File: src/rtl/mips_store_buffer_if.sv
// Core-side and memory-side signals of the MIPS posted-write store buffer.
// slave: the buffer itself; master: whoever drives the core requests and memory ack.
interface mips_store_buffer_if #(
  parameter int unsigned AW = 32,
  parameter int unsigned DW = 32
);
  logic          memwrite;
  logic          memread;
  logic [AW-1:0] dataadr;
  logic [DW-1:0] writedata;
  logic          stall;
  logic          fwd_hit;
  logic [DW-1:0] fwd_data;
  logic          empty;
  logic          mem_req;
  logic [AW-1:0] mem_addr;
  logic [DW-1:0] mem_wdata;
  logic          mem_ack;

  modport slave (
    input  memwrite, memread, dataadr, writedata, mem_ack,
    output stall, fwd_hit, fwd_data, empty, mem_req, mem_addr, mem_wdata
  );

  modport master (
    output memwrite, memread, dataadr, writedata, mem_ack,
    input  stall, fwd_hit, fwd_data, empty, mem_req, mem_addr, mem_wdata
  );
endinterface

File: src/rtl/mips_store_buffer.sv
// Posted-write FIFO between the multicycle MIPS data port and data memory.
// Define STORE_BUF_FWD_EN to forward buffered store data to loads instead of stalling them.
module mips_store_buffer #(
  parameter int unsigned DEPTH = 4,
  parameter int unsigned AW    = 32,
  parameter int unsigned DW    = 32
) (
  input  logic                clk,
  input  logic                reset_n,
  mips_store_buffer_if.slave  bus
);
  localparam int unsigned     PW       = $clog2(DEPTH);
  localparam logic [PW:0]     FULL_CNT = (PW+1)'(DEPTH);

  logic [AW-1:0] addr_q [DEPTH];
  logic [DW-1:0] data_q [DEPTH];
  logic [PW-1:0] head_q;
  logic [PW-1:0] tail_q;
  logic [PW:0]   count_q;

  logic full;
  logic push;
  logic pop;

  assign full          = (count_q == FULL_CNT);
  assign bus.mem_req   = (count_q != '0);
  assign bus.empty     = (count_q == '0);
  // A full buffer rejects the store outright, even if the head drains this same edge.
  assign push          = bus.memwrite && !full;
  assign pop           = bus.mem_req && bus.mem_ack;
  assign bus.mem_addr  = bus.mem_req ? addr_q[head_q] : '0;
  assign bus.mem_wdata = bus.mem_req ? data_q[head_q] : '0;

  always_ff @(posedge clk or negedge reset_n) begin
    if (!reset_n) begin
      head_q  <= '0;
      tail_q  <= '0;
      count_q <= '0;
    end else begin
      if (push) tail_q <= tail_q + PW'(1);
      if (pop)  head_q <= head_q + PW'(1);
      case ({push, pop})
        2'b10:   count_q <= count_q + (PW+1)'(1);
        2'b01:   count_q <= count_q - (PW+1)'(1);
        default: count_q <= count_q;
      endcase
    end
  end

  // Entry storage needs no reset: everything read from it is qualified by count.
  always_ff @(posedge clk) begin
    if (push) begin
      addr_q[tail_q] <= bus.dataadr;
      data_q[tail_q] <= bus.writedata;
    end
  end

`ifdef STORE_BUF_FWD_EN
  logic          hit;
  logic [DW-1:0] hit_data;

  // Scan oldest to youngest so the last match, the youngest store, wins.
  always_comb begin
    logic [PW-1:0] idx;
    idx      = '0;
    hit      = 1'b0;
    hit_data = '0;
    for (int unsigned i = 0; i < DEPTH; i++) begin
      idx = head_q + PW'(i);
      if ((i < 32'(count_q)) && (addr_q[idx][AW-1:2] == bus.dataadr[AW-1:2])) begin
        hit      = 1'b1;
        hit_data = data_q[idx];
      end
    end
  end

  assign bus.fwd_hit  = bus.memread && !bus.memwrite && hit;
  assign bus.fwd_data = bus.fwd_hit ? hit_data : '0;
  assign bus.stall    = bus.memwrite && full;
`else
  assign bus.fwd_hit  = 1'b0;
  assign bus.fwd_data = '0;
  // Without forwarding a load waits for every older store to reach memory.
  assign bus.stall    = bus.memwrite ? full : (bus.memread && !bus.empty);
`endif
endmodule

File: src/flat_wrapper.sv
// flat-port wrapper written by rule: the top's interface ports become plain ports
module mips_store_buffer_flat 
#(
  parameter int unsigned DEPTH = 4,
  parameter int unsigned AW    = 32,
  parameter int unsigned DW    = 32
)
  (clk, reset_n, bus_memwrite, bus_memread, bus_dataadr, bus_writedata, bus_mem_ack, bus_stall, bus_fwd_hit, bus_fwd_data, bus_empty, bus_mem_req, bus_mem_addr, bus_mem_wdata);
  mips_store_buffer_if #(.AW(AW), .DW(DW)) bus_i ();
  input  logic clk;
  input  logic reset_n;
  input wire logic [$bits(bus_i.memwrite)-1:0] bus_memwrite;
  input wire logic [$bits(bus_i.memread)-1:0] bus_memread;
  input wire logic [$bits(bus_i.dataadr)-1:0] bus_dataadr;
  input wire logic [$bits(bus_i.writedata)-1:0] bus_writedata;
  input wire logic [$bits(bus_i.mem_ack)-1:0] bus_mem_ack;
  output wire logic [$bits(bus_i.stall)-1:0] bus_stall;
  output wire logic [$bits(bus_i.fwd_hit)-1:0] bus_fwd_hit;
  output wire logic [$bits(bus_i.fwd_data)-1:0] bus_fwd_data;
  output wire logic [$bits(bus_i.empty)-1:0] bus_empty;
  output wire logic [$bits(bus_i.mem_req)-1:0] bus_mem_req;
  output wire logic [$bits(bus_i.mem_addr)-1:0] bus_mem_addr;
  output wire logic [$bits(bus_i.mem_wdata)-1:0] bus_mem_wdata;
  assign bus_i.memwrite = bus_memwrite;
  assign bus_i.memread = bus_memread;
  assign bus_i.dataadr = bus_dataadr;
  assign bus_i.writedata = bus_writedata;
  assign bus_i.mem_ack = bus_mem_ack;
  assign bus_stall = bus_i.stall;
  assign bus_fwd_hit = bus_i.fwd_hit;
  assign bus_fwd_data = bus_i.fwd_data;
  assign bus_empty = bus_i.empty;
  assign bus_mem_req = bus_i.mem_req;
  assign bus_mem_addr = bus_i.mem_addr;
  assign bus_mem_wdata = bus_i.mem_wdata;
  mips_store_buffer #(.DEPTH(DEPTH), .AW(AW), .DW(DW)) u_core (.clk(clk), .reset_n(reset_n), .bus(bus_i));
endmodule
File: config.mk
export PLATFORM = sky130hd
export DESIGN_NAME = mips_store_buffer_flat
export DESIGN_NICKNAME = d
export VERILOG_FILES = /design/src/rtl/mips_store_buffer_if.sv /design/src/rtl/mips_store_buffer.sv /design/src/flat_wrapper.sv
export SDC_FILE = /design/constraint.sdc
export NUM_CORES = 1
export LEC_CHECK = 0
export ABC_AREA = 0
export CORE_MARGIN = 2
export CORE_UTILIZATION = 57
export CTS_CLUSTER_DIAMETER = 150
export DETAILED_ROUTE_END_ITERATION = 12
export GPL_ROUTABILITY_DRIVEN = 0
export PLACE_DENSITY = 0.87
export SYNTH_ARGS = -nofsm -noshare
export SYNTH_HDL_FRONTEND = slang
export SYNTH_SLANG_ARGS = --single-unit
File: constraint.sdc
create_clock -name clk -period 8.3 [get_ports clk]
set_input_delay 1.66 -clock clk [delete_from_list [all_inputs] [get_ports clk]]
set_output_delay 1.66 -clock clk [all_outputs]
set_load 0.02 [all_outputs]
==> impl_metrics.tcl <==
set metrics [dict create \
    crit_family "buffers and inverters" \
    dieHeight_um 139 \
    yosysWarnings 0 \
    antenna_found_initial 0 \
    vias 4816 \
    cp.buffers_inverters 3 \
    reg2reg_slack_ns 5.87 \
    ys_ff_latch 263 \
    first_pass_iters 4 \
    worstMarginPinSlew_ns 0.989 \
    utilization_pct 69.7 \
    io_buffers 135 \
    grt_max_degree 70 \
    ant_nets 0 \
    io_pins 169 \
    max_stage_delay_ns 0.57 \
    period_share_pct 61.1 \
    p_comb_share_pct 37.8 \
    arrival_ns 3.41 \
    cellPowerDensity_mw_per_mm2 381 \
    floorplan.rows 49 \
    fin_cells 867 \
    critical_path.slowest_cell "clkdlybuf4s50_1" \
    ys.flop_type "edfxtp_1" \
    hp-class "register to register" \
    ys_seq_area_share_pct 76.0 \
    synth_top_area_cell "edfxtp_1" \
    numCtsBuffers 25 \
    cts.path.max_buffers 3 \
    netSwitchingPower_uw 1490 \
    path_max_fanout 8 \
    drt_iter0_markers 293 \
    synthTopCellsByArea "edfxtp_1 74%, mux4_2 14%, and2_1 4.2%" \
    wire_per_inst_um 20.8 \
    routed_wl_mm 18.0 \
    synth_edf_count 256 \
    drive_gt1_share_pct 16.8 \
    clk_pin_slew_ns 0.06 \
    endpoint "bus_stall" \
    start_kind "primary input" \
    post-synth-top-count-cell "edfxtp_1" \
    synth.distinct_cells 22 \
    synth_top_cells_by_count "256 x edfxtp_1, 69 x and2_1, 64 x mux4_2" \
    netlist_area_mm2 0.0103 \
    finalSetupViolations 0 \
    synthCells 480 \
    worst-path-stages 5 \
    cts_resized 0 \
    gr-total-overflow 0 \
    multi_input_area_mm2 0.00220 \
    die_x_um 139 \
    internal-power_uw 3270 \
    dpl.cell_count 823 \
    r2r_cells 8 \
    fillers 1088 \
    synth_top_area_share_pct 74.4 \
    crit_top_cell "clkdlybuf4s50_1" \
    crit_chain "clkdlybuf4s50_1 -> inv_1 -> a31oi_1 -> nor2_1 -> clkdlybuf4s50_1" \
    dieArea_mm2 0.0192 \
    seqPwrFrac_pct 40.6 \
    htreeDepth 1 \
    drv_cap 0 \
    postCtsHoldBufs 0 \
    outcome "finished, final reports clean" \
    r2r-end "u_core.count_q[2]" \
    crit_type "primary input to output pin" \
    clockRootBuffer "clkbuf_16" \
    fmax_mhz 197 \
    ff_latch_area_mm2 0.00787 \
    syn_area_per_cell_um2 21.5 \
    required_ns 6.64 \
    clk_latency_ns 0.50 \
    viasPerCell 5.55 \
    area.growth.synth_to_final_pct 20.7 \
    irDropWorstVdd_v 0.000268 \
    fin_tns_setup_ns 0 \
    hold-worst-slack_ns 0.514 \
    slew_violations 0 \
    cts_tree "done" \
    cts_sinks 263 \
    reg2reg_from "u_core.count_q[2]" \
    track_usage_pct 18.6 \
    nets 696 \
    rsz0062_at_grt "false" \
    num_antenna_cells 0 \
    hpwl_mm 9.95 \
    async_flop_share_pct 2.66 \
    cp-end-kind "output pin" \
    relSlewSlack_pct 34.1 \
    pwr-share-clk_pct 21.6 \
    hold_viol 0 \
    postCtsSetupBuffers 0 \
    core_mm2 0.0179 \
    post-route-drc-count 0 \
    start_util_pct 57.8 \
    grt_pass1_wl_mm 28.1 \
    startpoint "bus_memwrite" \
    switching_share_pct 31.3 \
    p_leak_uw 0.00413 \
    fin_skew_ns 0.00901 \
    power_uw 4760 \
    fin_crit_ns 5.07 \
    grt_pass1_vias 5291 \
]
cell type report:
cell class / instances / share of cell area (%)
Sequential cell: 263 / 63.1
Timing Repair Buffer: 136 / 10.9
Multi-Input combinational cell: 187 / 17.6
Clock buffer: 31 / 5.19
Clock inverter: 13 / 0.712
Inverter: 8 / 0.241
Tap cell: 229 / 2.30
cells in the final DEF (no fill, tap or decap), types with 3 or more instances in the layout:
| cell | instances |
|---|---|
| clkbuf_1 | 6 |
| clkbuf_16 | 25 |
| mux4_2 | 64 |
| clkinv_2 | 7 |
| ha_1 | 5 |
| clkinv_1 | 4 |
| clkdlybuf4s50_1 | 135 |
| and2_4 | 4 |
| conb_1 | 33 |
| xnor2_1 | 3 |
| edfxtp_1 | 256 |
| xor2_1 | 3 |
| and2_1 | 65 |
| dfrtp_1 | 5 |
| inv_1 | 8 |
through the flow:
stage                     instance area (um2)  setup WS, ns
after floorplan                         10500          4.22
after global placement                  11700          3.35
after detailed placement                11700          3.25
after CTS                               12500          3.12
after global routing                    12500          2.98
final                                   12500          3.23
state kept, by name (all words and copies together), names as in the netlist:
register / count
u_core.count_q: 3
u_core.addr_q: 128
u_core.tail_q: 2
u_core.data_q: 128
u_core.head_q: 2
layer usage:
metal | vias up | wire length [um] | global-route usage (%) | part of all wire [%]
li1 | 2114 | - | - | -
met3 | 26 | 1280 | 4.49 | 7.1
met4 | 0 | 286 | 3.99 | 1.6
met1 | 2497 | 7050 | 22.6 | 39
met5 | - | 0 | 0 | 0
met2 | 179 | 9410 | 34.2 | 52
worst register-to-register path: cells and delay by family (launching register included):
kind	cells	cell delay (ns)
xor+xnor	2	0.31
buf+inv	1	0.06
simple gates	3	1.01
fa+ha+maj	2	0.58
flops	1	0.40
cells by family after synthesis:
group / share of synthesized area, %
simple gates: 4.44
buf+inv: 3.96
compound gates: 0.157
other cells: 0.0363
xor+xnor: 0.508
fa+ha+maj: 0.799
flops: 76.0
mux: 14.1
power by group through the flow:
stage | combinational, uW | sequential [uW] | clock (uW)
2_1_floorplan | 1220 | 1840 | 0
3_3_place_gp | 1790 | 1940 | 0
3_5_place_dp | 1810 | 1970 | 0
4_1_cts | 1830 | 1940 | 1040
5_1_grt | 1900 | 1960 | 1090
6_report | 1800 | 1930 | 1030
how the worst min path moves through the flow:
stage	start	end	slack, ns	cells past startpoint
4_1_cts	u_core.count_q[0]	u_core.count_q[0]	0.52	1
6_report	u_core.count_q[0]	u_core.count_q[0]	0.51	1
5_1_grt	u_core.count_q[2]	u_core.count_q[2]	0.54	1
2_1_floorplan	u_core.count_q[2]	u_core.count_q[2]	0.46	1
3_3_place_gp	u_core.count_q[0]	u_core.count_q[0]	0.49	1
3_5_place_dp	u_core.count_q[0]	u_core.count_q[0]	0.51	1
No activity file was read; power rests on OpenSTA's default activity.
